[src/rtl/regfile_pkg.sv]
// Shared types and default sizes for the register-file write-back arbiter.
package regfile_pkg;

    localparam int NREQ_DEF = 3;
    localparam int AW_DEF   = 4;
    localparam int DW_DEF   = 16;

    // One buffered register write: destination and payload.
    typedef struct packed {
        logic [AW_DEF-1:0] addr;
        logic [DW_DEF-1:0] data;
    } wb_req_t;

endpackage : regfile_pkg

[src/rtl/rr_arbiter.sv]
// Picks one request per cycle and returns a one-hot grant plus its index.
// WB_ROUND_ROBIN_EN defined : round-robin. The search starts one past the last
//                             granted index, and the pointer moves only on a grant.
// WB_ROUND_ROBIN_EN undefined: fixed priority with index 0 highest and no state,
//                             so no clock or reset ports are built.
module rr_arbiter #(
    parameter int NREQ = 3,
    parameter int SW   = $clog2(NREQ)
) (
`ifdef WB_ROUND_ROBIN_EN
    input  logic            clk,
    input  logic            rst,
`endif
    input  logic [NREQ-1:0] req,
    output logic [NREQ-1:0] grant,
    output logic [SW-1:0]   grant_idx,
    output logic            grant_valid
);

`ifdef WB_ROUND_ROBIN_EN
    logic [SW-1:0] ptr_q;
    int            idx;

    // Scan the requesters starting one past the last winner and grant the first request found.
    always_comb begin
        // NOTE: every output gets a default before the loop, so a path that
        // grants nothing cannot hold an old value and infer a latch.
        grant       = '0;
        grant_idx   = '0;
        grant_valid = 1'b0;
        idx         = 0;
        for (int k = 1; k <= NREQ; k++) begin
            idx = (int'(ptr_q) + k) % NREQ;
            if (!grant_valid && req[idx]) begin
                grant[idx]  = 1'b1;
                grant_idx   = SW'(idx);
                grant_valid = 1'b1;
            end
        end
    end

    // Remember the last winner. The pointer does not move in idle cycles.
    always_ff @(posedge clk) begin
        // NOTE: state registers use non-blocking assignments, so every flop
        // samples values from before the edge regardless of process order.
        if (rst) begin
            ptr_q <= '0;
        end else if (grant_valid) begin
            ptr_q <= grant_idx;
        end
    end
`else
    // Fixed priority: the lowest-numbered request wins.
    always_comb begin
        grant       = '0;
        grant_idx   = '0;
        grant_valid = 1'b0;
        for (int i = 0; i < NREQ; i++) begin
            if (!grant_valid && req[i]) begin
                grant[i]    = 1'b1;
                grant_idx   = SW'(i);
                grant_valid = 1'b1;
            end
        end
    end
`endif

endmodule : rr_arbiter

[src/rtl/regfile_wb_arbiter.sv]
// Write-back arbiter for the single write port of the scalar register file.
// Each requester has one holding slot. Each cycle one full slot is granted,
// and its contents are registered onto wb_*. The register file commits them
// on the falling edge of that cycle.
// WB_ROUND_ROBIN_EN selects round-robin arbitration. Without it, requester 0
// has the highest priority.
module regfile_wb_arbiter
    import regfile_pkg::*;
#(
    parameter int NREQ = NREQ_DEF,
    parameter int AW   = AW_DEF,
    parameter int DW   = DW_DEF
) (
    input  logic                      clk,
    input  logic                      rst,
    input  logic [NREQ-1:0]           req_valid,
    output logic [NREQ-1:0]           req_ready,
    input  logic [NREQ*AW-1:0]        req_addr,
    input  logic [NREQ*DW-1:0]        req_data,
    output logic                      wb_we,
    output logic [AW-1:0]             wb_addr,
    output logic [DW-1:0]             wb_data,
    output logic [$clog2(NREQ)-1:0]   wb_src,
    output logic [$clog2(NREQ+1)-1:0] pending
);

    localparam int SW = $clog2(NREQ);
    localparam int PW = $clog2(NREQ+1);

    logic [NREQ-1:0] full_q;
    logic [NREQ-1:0] full_d;
    logic [NREQ-1:0] grant;
    logic [NREQ-1:0] accept;
    logic [AW-1:0]   addr_q [NREQ];
    logic [DW-1:0]   data_q [NREQ];
    logic [SW-1:0]   grant_idx;
    logic            grant_valid;
    logic [PW-1:0]   pending_d;

    // A slot that is draining this cycle can accept a new request at the same edge.
    assign req_ready = ~full_q | grant;
    assign accept    = req_valid & req_ready;
    assign full_d    = accept | (full_q & ~grant);

    rr_arbiter #(.NREQ(NREQ), .SW(SW)) u_arb (
`ifdef WB_ROUND_ROBIN_EN
        .clk         (clk),
        .rst         (rst),
`endif
        .req         (full_q),
        .grant       (grant),
        .grant_idx   (grant_idx),
        .grant_valid (grant_valid)
    );

    // Count the slots that will be occupied after the coming edge.
    always_comb begin
        pending_d = '0;
        for (int i = 0; i < NREQ; i++) begin
            pending_d = pending_d + PW'(full_d[i]);
        end
    end

    // Slot occupancy: reset discards every buffered write.
    always_ff @(posedge clk) begin
        if (rst) begin
            full_q <= '0;
        end else begin
            full_q <= full_d;
        end
    end

    // Slot payload is loaded on accept.
    always_ff @(posedge clk) begin
        // NOTE: the payload arrays have no reset. A slot is only read while
        // its full bit is set, and that bit is cleared by reset.
        for (int i = 0; i < NREQ; i++) begin
            if (accept[i]) begin
                addr_q[i] <= req_addr[i*AW +: AW];
                data_q[i] <= req_data[i*DW +: DW];
            end
        end
    end

    // Registered write port: the granted slot goes out one cycle after the grant. The fields hold while idle.
    always_ff @(posedge clk) begin
        if (rst) begin
            wb_we   <= 1'b0;
            wb_addr <= '0;
            wb_data <= '0;
            wb_src  <= '0;
            pending <= '0;
        end else begin
            wb_we   <= grant_valid;
            pending <= pending_d;
            if (grant_valid) begin
                wb_addr <= addr_q[grant_idx];
                wb_data <= data_q[grant_idx];
                wb_src  <= grant_idx;
            end
        end
    end

endmodule : regfile_wb_arbiter
[config.mk]
export PLATFORM = sky130hd
export DESIGN_NAME = regfile_wb_arbiter
export DESIGN_NICKNAME = d
export VERILOG_FILES = /design/src/rtl/regfile_pkg.sv /design/src/rtl/rr_arbiter.sv /design/src/rtl/regfile_wb_arbiter.sv
export SDC_FILE = /design/constraint.sdc
export NUM_CORES = 1
export LEC_CHECK = 0
export ABC_AREA = 1
export BUFFER_PORTS_ARGS = -buffer_cell sky130_fd_sc_hd__buf_4
export CAP_MARGIN = 40
export CORE_UTILIZATION = 56
export CTS_CLUSTER_SIZE = 40
export DETAILED_ROUTE_END_ITERATION = 8
export PLACE_DENSITY = 0.86
export SYNTH_ARGS = -nofsm -noshare
export SYNTH_HDL_FRONTEND = slang
export SYNTH_HIERARCHICAL = 1
export SYNTH_SLANG_ARGS = --single-unit
export TNS_END_PERCENT = 20
[constraint.sdc]
create_clock -name clk -period 4.1 [get_ports clk]
set_clock_uncertainty 0.15 [all_clocks]
set_input_delay 0.82 -clock clk [delete_from_list [all_inputs] [get_ports clk]]
set_output_delay 0.82 -clock clk [all_outputs]
set_load 0.1 [all_outputs]
# Word level (Yosys, flattened, before mapping)
# Memories as Yosys holds them, arrays and structs flattened. A register that Yosys moved wholly into a read port is not among the register bits.
# Cells that the tools add are included.
# word_totals
ff_bits	8
mem_bits_rw	60
inputBits	65
out_inout_bits	28
wordCells	31
mem_count	2
# classes
n_addsub	2
mux	13
bitwise	6
reduce_logical	4
# memory_table
memory	words	width	read_ports	rd_ports_with_merged_regs	write_ports	line_no	text
data_q	3	16	1	1	3	regfile_wb_arbiter.sv:35	logic [DW-1:0] data_q [NREQ];
addr_q	3	4	1	1	3	regfile_wb_arbiter.sv:34	logic [AW-1:0] addr_q [NREQ];
# op_table
cell	count
$mux W1	12
$and A3 B3 Y3	2
$not A3 Y3	2
$or A3 B3 Y3	2
$add A1 B1 Y2	1
$add A2 B1 Y2	1
$logic_and A1 B1 Y1	2
$logic_not A1 Y1	2
$mux W2	1

# Logic depth before layout (Yosys ltp)
# Gate-level depths: netlist of the first run.
# depth
ltp_word	12
ltp_mapped	9
depth_no_buf	7

# By module
# Netlist of the first run, hierarchy kept.
# by_module_without_submodules
module	instances	cells_each	area_each_um2	seq_area_each_um2
regfile_wb_arbiter	1	325	3379.5	2362.3
rr_arbiter	1	10	55.1	0.0

# Worst setup path before layout of the first run
# Ideal clock, no wire load.
# synth_timing
path_type	in2reg
start	input port req_valid[0]
end	memory addr_q[0][0] (netlist bit) (enable)
setup_time_ns	0.428
arrival_ns	2.341
required_ns	3.522
setup_slack_ns	1.181
path_stages	1
n_path_buf	0
cell_sequence	a21boi_0
# synth_rtl
element	line_no	text
start: declaration	regfile_wb_arbiter.sv:16	input logic [NREQ-1:0] req_valid,
end: declaration	regfile_wb_arbiter.sv:34	

# Worst setup path in the final report of the first run
# layout_timing
start	register full_q[2]
end	output port req_ready[2]
# layout_via
elab_chain_cells	3
word_cells_on_any_way	4
classes_between	mux (1); bitwise (2); reduce/logical (1)
# layout_lines
element	line_no	text
start: declaration	regfile_wb_arbiter.sv:30	logic [NREQ-1:0] full_q;
start signal: assignment	regfile_wb_arbiter.sv:69	full_q <= full_d;
$logic_and A1 B1 Y1	rr_arbiter.sv:59	if (!grant_valid && req[i]) begin
$mux W1	rr_arbiter.sv:59	
named net grant[2]	regfile_wb_arbiter.sv:32	logic [NREQ-1:0] grant;
$or A3 B3 Y3	regfile_wb_arbiter.sv:41	assign req_ready = ~full_q | grant;
end: declaration	regfile_wb_arbiter.sv:17	output logic [NREQ-1:0] req_ready,
# The timed path passes the listed nets, and every way through them passes these cells.

==> results of run 1 <==
cells in the mapped netlist:
| library cell | n |
|---|---|
| sky130_fd_sc_hd__a211oi_1 | 1 |
| sky130_fd_sc_hd__a21boi_0 | 3 |
| sky130_fd_sc_hd__a21oi_1 | 23 |
| sky130_fd_sc_hd__buf_1 | 1 |
| sky130_fd_sc_hd__buf_2 | 9 |
| sky130_fd_sc_hd__buf_4 | 5 |
| sky130_fd_sc_hd__clkbuf_1 | 3 |
| sky130_fd_sc_hd__clkinv_1 | 16 |
| sky130_fd_sc_hd__dfxtp_1 | 28 |
| sky130_fd_sc_hd__edfxtp_1 | 60 |
| sky130_fd_sc_hd__fa_1 | 1 |
| sky130_fd_sc_hd__inv_1 | 37 |
| sky130_fd_sc_hd__inv_2 | 7 |
| sky130_fd_sc_hd__nand2_1 | 91 |
| sky130_fd_sc_hd__nand2_2 | 1 |
| sky130_fd_sc_hd__nand3_1 | 37 |
| sky130_fd_sc_hd__nor2_1 | 9 |
| sky130_fd_sc_hd__nor2_2 | 2 |
| sky130_fd_sc_hd__nor3_1 | 1 |
worst reg2reg max path, cell delays in order, from the launching register on:
cell and delay, ps:
sky130_fd_sc_hd__dfxtp_1 410, sky130_fd_sc_hd__inv_2 80, sky130_fd_sc_hd__nand3_1 630, sky130_fd_sc_hd__inv_2 360, sky130_fd_sc_hd__nor2_2 680, sky130_fd_sc_hd__nand3_1 240, sky130_fd_sc_hd__a21oi_1 190
area by class of cell:
| cell class | count | area (um2) |
|---|---|---|
| tap | 75 | 93.8 |
| sequential | 88 | 2360 |
| fill | 383 | 1560 |
| clock inverter | 7 | 60.1 |
| timing repair buffer | 96 | 739 |
| multi-input combinational | 169 | 761 |
| clock buffer | 9 | 124 |
| inverter | 60 | 225 |
layer usage:
metal	vias up	share of wire [%]	global-route usage [%]
met5	-	0	0
met1	1135	42	32.6
met2	104	49	37.3
li1	1241	-	-
met3	11	6.8	3.98
met4	0	2.0	10.7
cell families after synthesis:
logic type / synth area share [%]
AOI/OAI and AO/OA: 4.23
adders and majority gates: 0.583
buffers and inverters: 9.40
DFF: 68.8
and+or+nand+nor: 17.0
per-stage QoR:
stage	area, um2	utilization, %	setup slack [ps]	cells	hold slack, ps
detailed placement	4180	70.6	1320	488	325
floorplan	3430	-	1180	335	376
finish	4370	73.7	997	504	333
global route	4370	73.7	817	504	354
CTS	4370	73.7	1020	504	337
global placement	4140	69.9	1460	485	318
flip-flops by register name, indices dropped and copies added (netlist names):
signal   count
full_q       3
wb_addr      4
data_q      48
wb_we        1
wb_src       2
pending      2
wb_data     16
addr_q      12
report_power, final:
part | internal (mW) | switching, mW | leakage (nW)
Combinational | 0.119 | 0.332 | 1.09
Clock | 0.231 | 0.328 | 0.0912
Sequential | 1.02 | 0.0296 | 0.808
path summary, 6_finish.rpt:
| path | start | slack [ps] | depth (start not counted) | end |
|---|---|---|---|---|
| max | full_q[2] | 1000 | 5 | req_ready[2] |
| min | wb_src[0] | 330 | 2 | wb_src[0] |
| max reg2reg | full_q[1] | 1300 | 6 | wb_data[8] |
| min reg2reg | wb_src[0] | 330 | 2 | wb_src[0] |
==> flow_summary.yaml, run 1 <==
outcome:
  run_status: "completed"
sta:
  slew_headroom_pct: 44.3
  slew_violations: 0
  timing.final.hold_violations: 0
  tightest_slew_ps: 834
  rsz0062_at_grt: "no"
  setup-tns-final_ps: 0
  max_clock_freq_mhz: 322
  final.period_utilization_pct: 75.7
  finalWorstPathRequiredPeriod_ps: 3100
  report.final.setup_viol: 0
final_layout:
  num-nets-final: 490
  layout-area-overhead-vs-synth_pct: 27.1
  most-common-layout-cells: "sky130_fd_sc_hd__buf_4 (93), sky130_fd_sc_hd__nand2_1 (91), sky130_fd_sc_hd__edfxtp_1 (60)"
  drive_gt1_share_pct: 29.1
  final_common_cell: "sky130_fd_sc_hd__buf_4"
  insertedDiodeCount: 0
yosys:
  yosysSeqAreaShare_pct: 68.8
  synth.distinct_cells: 19
  synth_area_per_cell_um2: 10.3
  synthCells: 335
  yosysWarningCount: 6
  mappedNetlistArea_um2: 3430
  ys_ff_latch: 88
  synth_nets: 401
  synth.top_cell.area_share_pct: 52.5
  synth.largest_area_cell: "sky130_fd_sc_hd__edfxtp_1"
  netlist_top_cells_area: "sky130_fd_sc_hd__edfxtp_1 (52%), sky130_fd_sc_hd__dfxtp_1 (16%), sky130_fd_sc_hd__nand2_1 (9.9%)"
worst_setup_path:
  timing.critical_path.cells: "inv_1 -> nor2_2 -> inv_1 -> nand2_1 -> buf_4"
  critical_path_peak_fanout: 22
  worst_setup_path_start_kind: "flip-flop"
  worstPathBufferInverterCount: 3
  criticalPathCategory: "flip-flop to output port"
  timing.critical_path.slowest_stage_cell: "sky130_fd_sc_hd__nor2_2"
  critical_path.most_common_cell: "sky130_fd_sc_hd__inv_1"
  arrival_ps: 2130
  slowest_delay_ps: 660
  path_delay_family: "simple AND/OR/NAND/NOR gates"
  setup.worst_path.end_class: "output port"
  worst-endpoint-required_ps: 3130
global_route:
  grt_antenna_before_repair: 0
  grt_first_pass_wirelength_mm: 11.2
  groute.usage.overall_pct: 23.8
  grt_max_degree: 29
  first_global_vias: 2366
  grt_remaining_overflow: 0
clock_tree:
  ctsRootBufferMaster: "sky130_fd_sc_hd__clkbuf_8"
  post_cts_buffers: 0
  clk_transition_reported_paths_ps: 90
  h-tree-depth: 3
  cts_repair_resize_count: 0
  cts_tree: "done"
  cts_buffer_depth: 2
  cts-buffers-inserted: 9
  postCtsHoldBufs: 0
  worst_skew_late_latency_ps: 360
  cts.sink_count: 88
drt:
  drtAntennaViolNets: 0
  drc_violations_left: 0
  drt_iter0_drc: 207
  viasPerCell: 4.94
  detailedRoute.firstPassIterationCount: 5
  totalWireLength_mm: 6.99
  avgRoutedWirePerCell_um: 13.9
  vias: 2491
pwr:
  finalPower_mw: 2.06
  power.density_nw_per_um2: 472
  max-vdd-ir-drop_uv: 304
  p_leak_nw: 1.99
die:
  die_width_um: 80.3
  placeableCoreArea_um2: 5920
  die-area_um2: 6450
  io_pins: 93
  die_height_um: 80.3
  placement_rows: 28
  initial_utilization_pct: 58.0
placed_design:
  rd_place_congestion: 0.902
  buffer_ports.inserted: 92
  post_detail_place_hpwl_mm: 5.17
min_path:
  path_category_of_the_worst_min_delay_check: "flip-flop to flip-flop"
flow_run:
  cap_violations: 0
Note: power is estimated with default switching activity, not from simulation.
==> run 2: changes to the inputs <==
- CORE_UTILIZATION: 56 -> 47
- PLACE_DENSITY: 0.86 -> 0.78
- clock period: 4.1 -> 2.7 ns (I/O delays scaled with it)
==> flow_summary.yaml, run 2 (synthesis gave the netlist of run 1 again) <==
outcome:
  run_status: "completed"
die:
  io_pins: 93
  die_width_um: 87.5
  die_height_um: 87.5
  initial_utilization_pct: 49.5
  die-area_um2: 7650
  placement_rows: 30
  placeableCoreArea_um2: 6940
global_route:
  first_global_vias: 2364
  grt_first_pass_wirelength_mm: 11.5
  globalRouteMet1Util_pct: 28.8
  global_route.peak_usage_layer: "met2"
  groute.usage.overall_pct: 20.6
  use_met2_pct: 30.6
  use_met3_pct: 5.12
  grt_remaining_overflow: 0
  grt_max_degree: 29
  grt_antenna_before_repair: 0
final_layout:
  registers.top_by_ff_count: "data_q"
  most-common-layout-cells: "sky130_fd_sc_hd__buf_4 (98), sky130_fd_sc_hd__nand2_1 (91), sky130_fd_sc_hd__edfxtp_1 (60)"
  finalNonFillerCells: 527
  insertedDiodeCount: 0
  reg_top3: "data_q (48), wb_data (16), addr_q (12)"
  largest_register_ff_count: 48
  num-nets-final: 492
  final_common_cell: "sky130_fd_sc_hd__buf_4"
  layout-area-overhead-vs-synth_pct: 28.1
  drive_gt1_share_pct: 29.2
drt:
  drtAntennaViolNets: 0
  drt_iter0_drc: 158
  drc_violations_left: 0
  vias: 2447
  viasPerCell: 4.64
  avgRoutedWirePerCell_um: 13.6
  totalWireLength_mm: 7.18
  detailedRoute.firstPassIterationCount: 4
sta:
  rsz0062_at_grt: "no"
  max_clock_freq_mhz: 464
  report.final.setup_viol: 0
  final.period_utilization_pct: 79.9
  setup-tns-final_ps: 0
  finalWorstPathRequiredPeriod_ps: 2160
  tightest_slew_ps: 769
  timing.final.hold_violations: 0
  slew_headroom_pct: 48.6
  slew_violations: 0
placed_design:
  rd_place_congestion: 0.788
  buffer_ports.inserted: 92
  post_detail_place_hpwl_mm: 5.12
  placedCellCount: 511
worst_setup_path:
  worst_setup_path_start_kind: "flip-flop"
  criticalPathCategory: "flip-flop to output port"
  path_delay_family: "buffers and inverters"
  setup.worst_path.end_class: "output port"
  slowest_delay_ps: 400
  timing.critical_path.slowest_stage_cell: "sky130_fd_sc_hd__dfxtp_1"
  worstPathBufferInverterCount: 3
  arrival_ps: 1470
  critical_path_peak_fanout: 4
  critical_path.most_common_cell: "sky130_fd_sc_hd__inv_1"
  timing.critical_path.cells: "inv_1 -> nor2_2 -> inv_1 -> nand2_1 -> buf_4"
  worst-endpoint-required_ps: 2010
pwr:
  net_switching_share_of_the_total_power_pct: 32.0
  p_leak_nw: 2.00
  cell_internal_pwr_mw: 2.16
  switchingPower_mw: 1.01
  portion_of_total_power_attributed_to_sequential_cells_pct: 50.3
  relative_contribution_of_the_clock_network_to_total_power_pct: 28.1
  p_comb_share_pct: 21.6
  power.density_nw_per_um2: 721
  max-vdd-ir-drop_uv: 358
clock_tree:
  worst_skew_late_latency_ps: 350
  h-tree-depth: 3
  cts_repair_resize_count: 0
  ctsRootBufferMaster: "sky130_fd_sc_hd__clkbuf_8"
  cts-buffers-inserted: 9
  postCtsHoldBufs: 0
  cts.sink_count: 88
  clk_transition_reported_paths_ps: 90
  cts_tree: "done"
  post_cts_buffers: 0
  cts_buffer_depth: 2
flow_run:
  cap_violations: 0
min_path:
  path_category_of_the_worst_min_delay_check: "input port to flip-flop"
-- run 2: cell types whose count changed in the layout (fill, tap and decap cells not counted) --
cell and delta:
sky130_fd_sc_hd__buf_8 -2, sky130_fd_sc_hd__inv_6 -3, sky130_fd_sc_hd__clkinvlp_4 +1, sky130_fd_sc_hd__clkinv_1 +1, sky130_fd_sc_hd__bufinv_16 +1, sky130_fd_sc_hd__clkinv_4 -1, sky130_fd_sc_hd__buf_6 -1, sky130_fd_sc_hd__clkinv_2 +1
sky130_fd_sc_hd__buf_4 +5
-- run 2: worst paths after layout --
| kind | from | endpoint | slack (ps) | depth (start not counted) |
|---|---|---|---|---|
| max reg2reg | full_q[0] | wb_data[8] | 660 | 6 |
| max | full_q[2] | req_ready[2] | 540 | 5 |
| min reg2reg | wb_src[1] | wb_src[1] | 350 | 2 |
| min | req_data[27] | data_q[1][11] | 200 | 1 |
-- run 2: stage by stage --
stage	hold WS [ps]	total power, mW	util [%]	cell area [um2]	worst slack, ps
floorplan	376	2.11	-	3430	40.6
global placement	327	2.30	60.5	4200	858
detailed placement	335	2.31	60.5	4200	664
CTS	187	3.19	63.4	4400	522
global route	177	3.31	63.4	4400	390
finish	204	3.17	63.4	4400	544
-- run 2: cell type report --
type	count	area [um2]
Clock buffer	9	124
Multi-Input combinational cell	169	761
Clock inverter	7	71.3
Tap cell	96	120
Sequential cell	88	2360
Inverter	60	225
Timing Repair Buffer	98	736
Fill cell	554	2540
-- run 2: power by group through the flow --
stage | combinational, mW | clock [mW] | sequential (mW)
after floorplan | 0.212 | 0 | 1.90
after global placement | 0.674 | 0 | 1.62
after detailed placement | 0.687 | 0 | 1.62
after CTS | 0.689 | 0.910 | 1.59
after global routing | 0.729 | 0.972 | 1.60
final | 0.685 | 0.891 | 1.59
-- run 2: per-layer routing --
| layer | share of wire, % | up-vias |
|---|---|---|
| li1 | - | 1240 |
| met1 | 46 | 1116 |
| met2 | 47 | 87 |
| met3 | 6.5 | 4 |
| met4 | 0.95 | 0 |
| met5 | 0 | - |
-- run 2: worst reg2reg max path: stages (launching register included) --
cell and delay (ps):
sky130_fd_sc_hd__dfxtp_1 460, sky130_fd_sc_hd__inv_2 70, sky130_fd_sc_hd__nand3_1 100, sky130_fd_sc_hd__inv_2 170, sky130_fd_sc_hd__nor2_2 630, sky130_fd_sc_hd__nand3_1 200
sky130_fd_sc_hd__a21oi_1 190
==> run 3: changes to the inputs <==
- CORE_UTILIZATION: 47 -> 52
- PLACE_DENSITY: 0.78 -> 0.81
- clock period: 2.7 -> 2 ns (I/O delays scaled with it)
==> flow_summary.yaml, run 3 (synthesis gave the netlist of run 1 again) <==
die:
  die_width_um: 83.3
  initial_utilization_pct: 54.1
  die-area_um2: 6930
  die_height_um: 83.3
  io_pins: 93
  placement_rows: 29
  placeableCoreArea_um2: 6350
global_route:
  grt_max_degree: 29
  groute.usage.overall_pct: 20.4
  grt_antenna_before_repair: 0
  first_global_vias: 2302
  grt_first_pass_wirelength_mm: 10.8
  grt_remaining_overflow: 0
clock_tree:
  postCtsHoldBufs: 0
  ctsRootBufferMaster: "sky130_fd_sc_hd__clkbuf_8"
  cts_buffer_depth: 2
  clk_transition_reported_paths_ps: 90
  cts_tree: "done"
  h-tree-depth: 3
  worst_skew_late_latency_ps: 360
  cts-buffers-inserted: 9
  cts.sink_count: 88
pwr:
  portion_of_total_power_attributed_to_sequential_cells_pct: 51.4
  net_switching_share_of_the_total_power_pct: 32.8
  cell_internal_pwr_mw: 2.81
  switchingPower_mw: 1.37
  power.density_nw_per_um2: 950
  max-vdd-ir-drop_uv: 626
  p_comb_share_pct: 22.5
  relative_contribution_of_the_clock_network_to_total_power_pct: 26.1
  finalPower_mw: 4.18
  p_leak_nw: 2.01
final_layout:
  layout-area-overhead-vs-synth_pct: 28.3
  insertedDiodeCount: 0
  registers.top_by_ff_count: "data_q"
  drive_gt1_share_pct: 30.3
  reg_top3: "data_q (48), wb_data (16), addr_q (12)"
  largest_register_ff_count: 48
  postLayoutCellArea_um2: 4410
  final_common_cell: "sky130_fd_sc_hd__buf_4"
  num-nets-final: 496
  most-common-layout-cells: "sky130_fd_sc_hd__buf_4 (100), sky130_fd_sc_hd__nand2_1 (91), sky130_fd_sc_hd__edfxtp_1 (60)"
  fillers: 478
worst_setup_path:
  worst_setup_path_start_kind: "flip-flop"
  setup.worst_path.end_class: "output port"
  worst-endpoint-required_ps: 1450
  criticalPathCategory: "flip-flop to output port"
  arrival_ps: 1360
  worst-r2r-cell-count: 6
  critical_path_peak_fanout: 4
  worst-r2r-setup-slack_ps: 300
placed_design:
  post_detail_place_hpwl_mm: 4.92
  rd_place_congestion: 0.845
  placed_area_um2: 4210
  buffer_ports.inserted: 92
sta:
  max_clock_freq_mhz: 525
  final.period_utilization_pct: 95.3
  slew_violations: 0
  timing.final.hold_violations: 0
  report.final.setup_viol: 0
  rsz0062_at_grt: "no"
  tightest_slew_ps: 335
  finalWorstPathRequiredPeriod_ps: 1910
  slew_headroom_pct: 77.6
outcome:
  run_status: "completed"
drt:
  totalWireLength_mm: 6.86
  drt_iter0_drc: 110
  drtAntennaViolNets: 0
  avgRoutedWirePerCell_um: 13.4
  viasPerCell: 4.77
  detailedRoute.firstPassIterationCount: 4
  drc_violations_left: 0
  vias: 2444
flow_run:
  cap_violations: 0
min_path:
  path_category_of_the_worst_min_delay_check: "input port to flip-flop"
  worstHoldPathCells: 1
## run 3: timing repair
action | in CTS | in global routing
setup buffers | 0 | 0
hold endpoints to repair | 0 | 0
resized for setup | 1 | 5
setup endpoints to repair | 1 | 2
## run 3: layout make-up
cell class                      count  area [um2]  share of cell area (%)
Clock buffer                        9         124                    2.81
Clock inverter                      7        53.8                    1.22
Inverter                           60         225                    5.11
Multi-Input combinational cell    169         761                    17.3
Sequential cell                    88        2360                    53.7
Tap cell                           77        96.3                    2.19
Timing Repair Buffer              102         782                    17.7
## run 3: worst max-delay path, stage by stage (launching register included)
cell	delay, ps
sky130_fd_sc_hd__dfxtp_1	360
sky130_fd_sc_hd__inv_2	80
sky130_fd_sc_hd__nand2_2	50
sky130_fd_sc_hd__nor2_2	120
sky130_fd_sc_hd__inv_1	90
sky130_fd_sc_hd__nand2_1	110
sky130_fd_sc_hd__buf_12	180
## run 3: metal layers
metal | track usage, % | wire (um)
met5 | 0 | 0
met3 | 5.67 | 340
met2 | 32.6 | 3380
met4 | 7.68 | 82
met1 | 26.5 | 3060
## run 3: power by group through the flow
stage               combinational (mW)  sequential [mW]  clock, mW
floorplan                        0.287             2.56          0
global placement                 0.922             2.19          0
detailed placement               0.939             2.19          0
CTS                              0.942             2.15       1.12
global route                     0.995             2.16       1.18
finish                           0.943             2.15       1.09
## run 3: worst paths after layout
| path | from | to |
|---|---|---|
| setup / recovery | full_q[1] | req_ready[2] |
| hold / removal | req_data[24] | data_q[1][8] |
| setup reg to reg | full_q[1] | pending[0] |
| hold reg to reg | wb_src[0] | wb_src[0] |
## run 3: metrics by stage
step                      utilization (%)  setup slack (ps)  hold WS [ps]  cells  TNS (ps)
after floorplan                         -              -116           349    335     -6160
after global placement               66.3               394           340    496         0
after detailed placement             66.3               289           345    496         0
after CTS                            69.2              35.0          48.4    512         0
after global routing                 69.4              12.9          40.2    512         0
final                                69.4              93.6          63.1    512         0
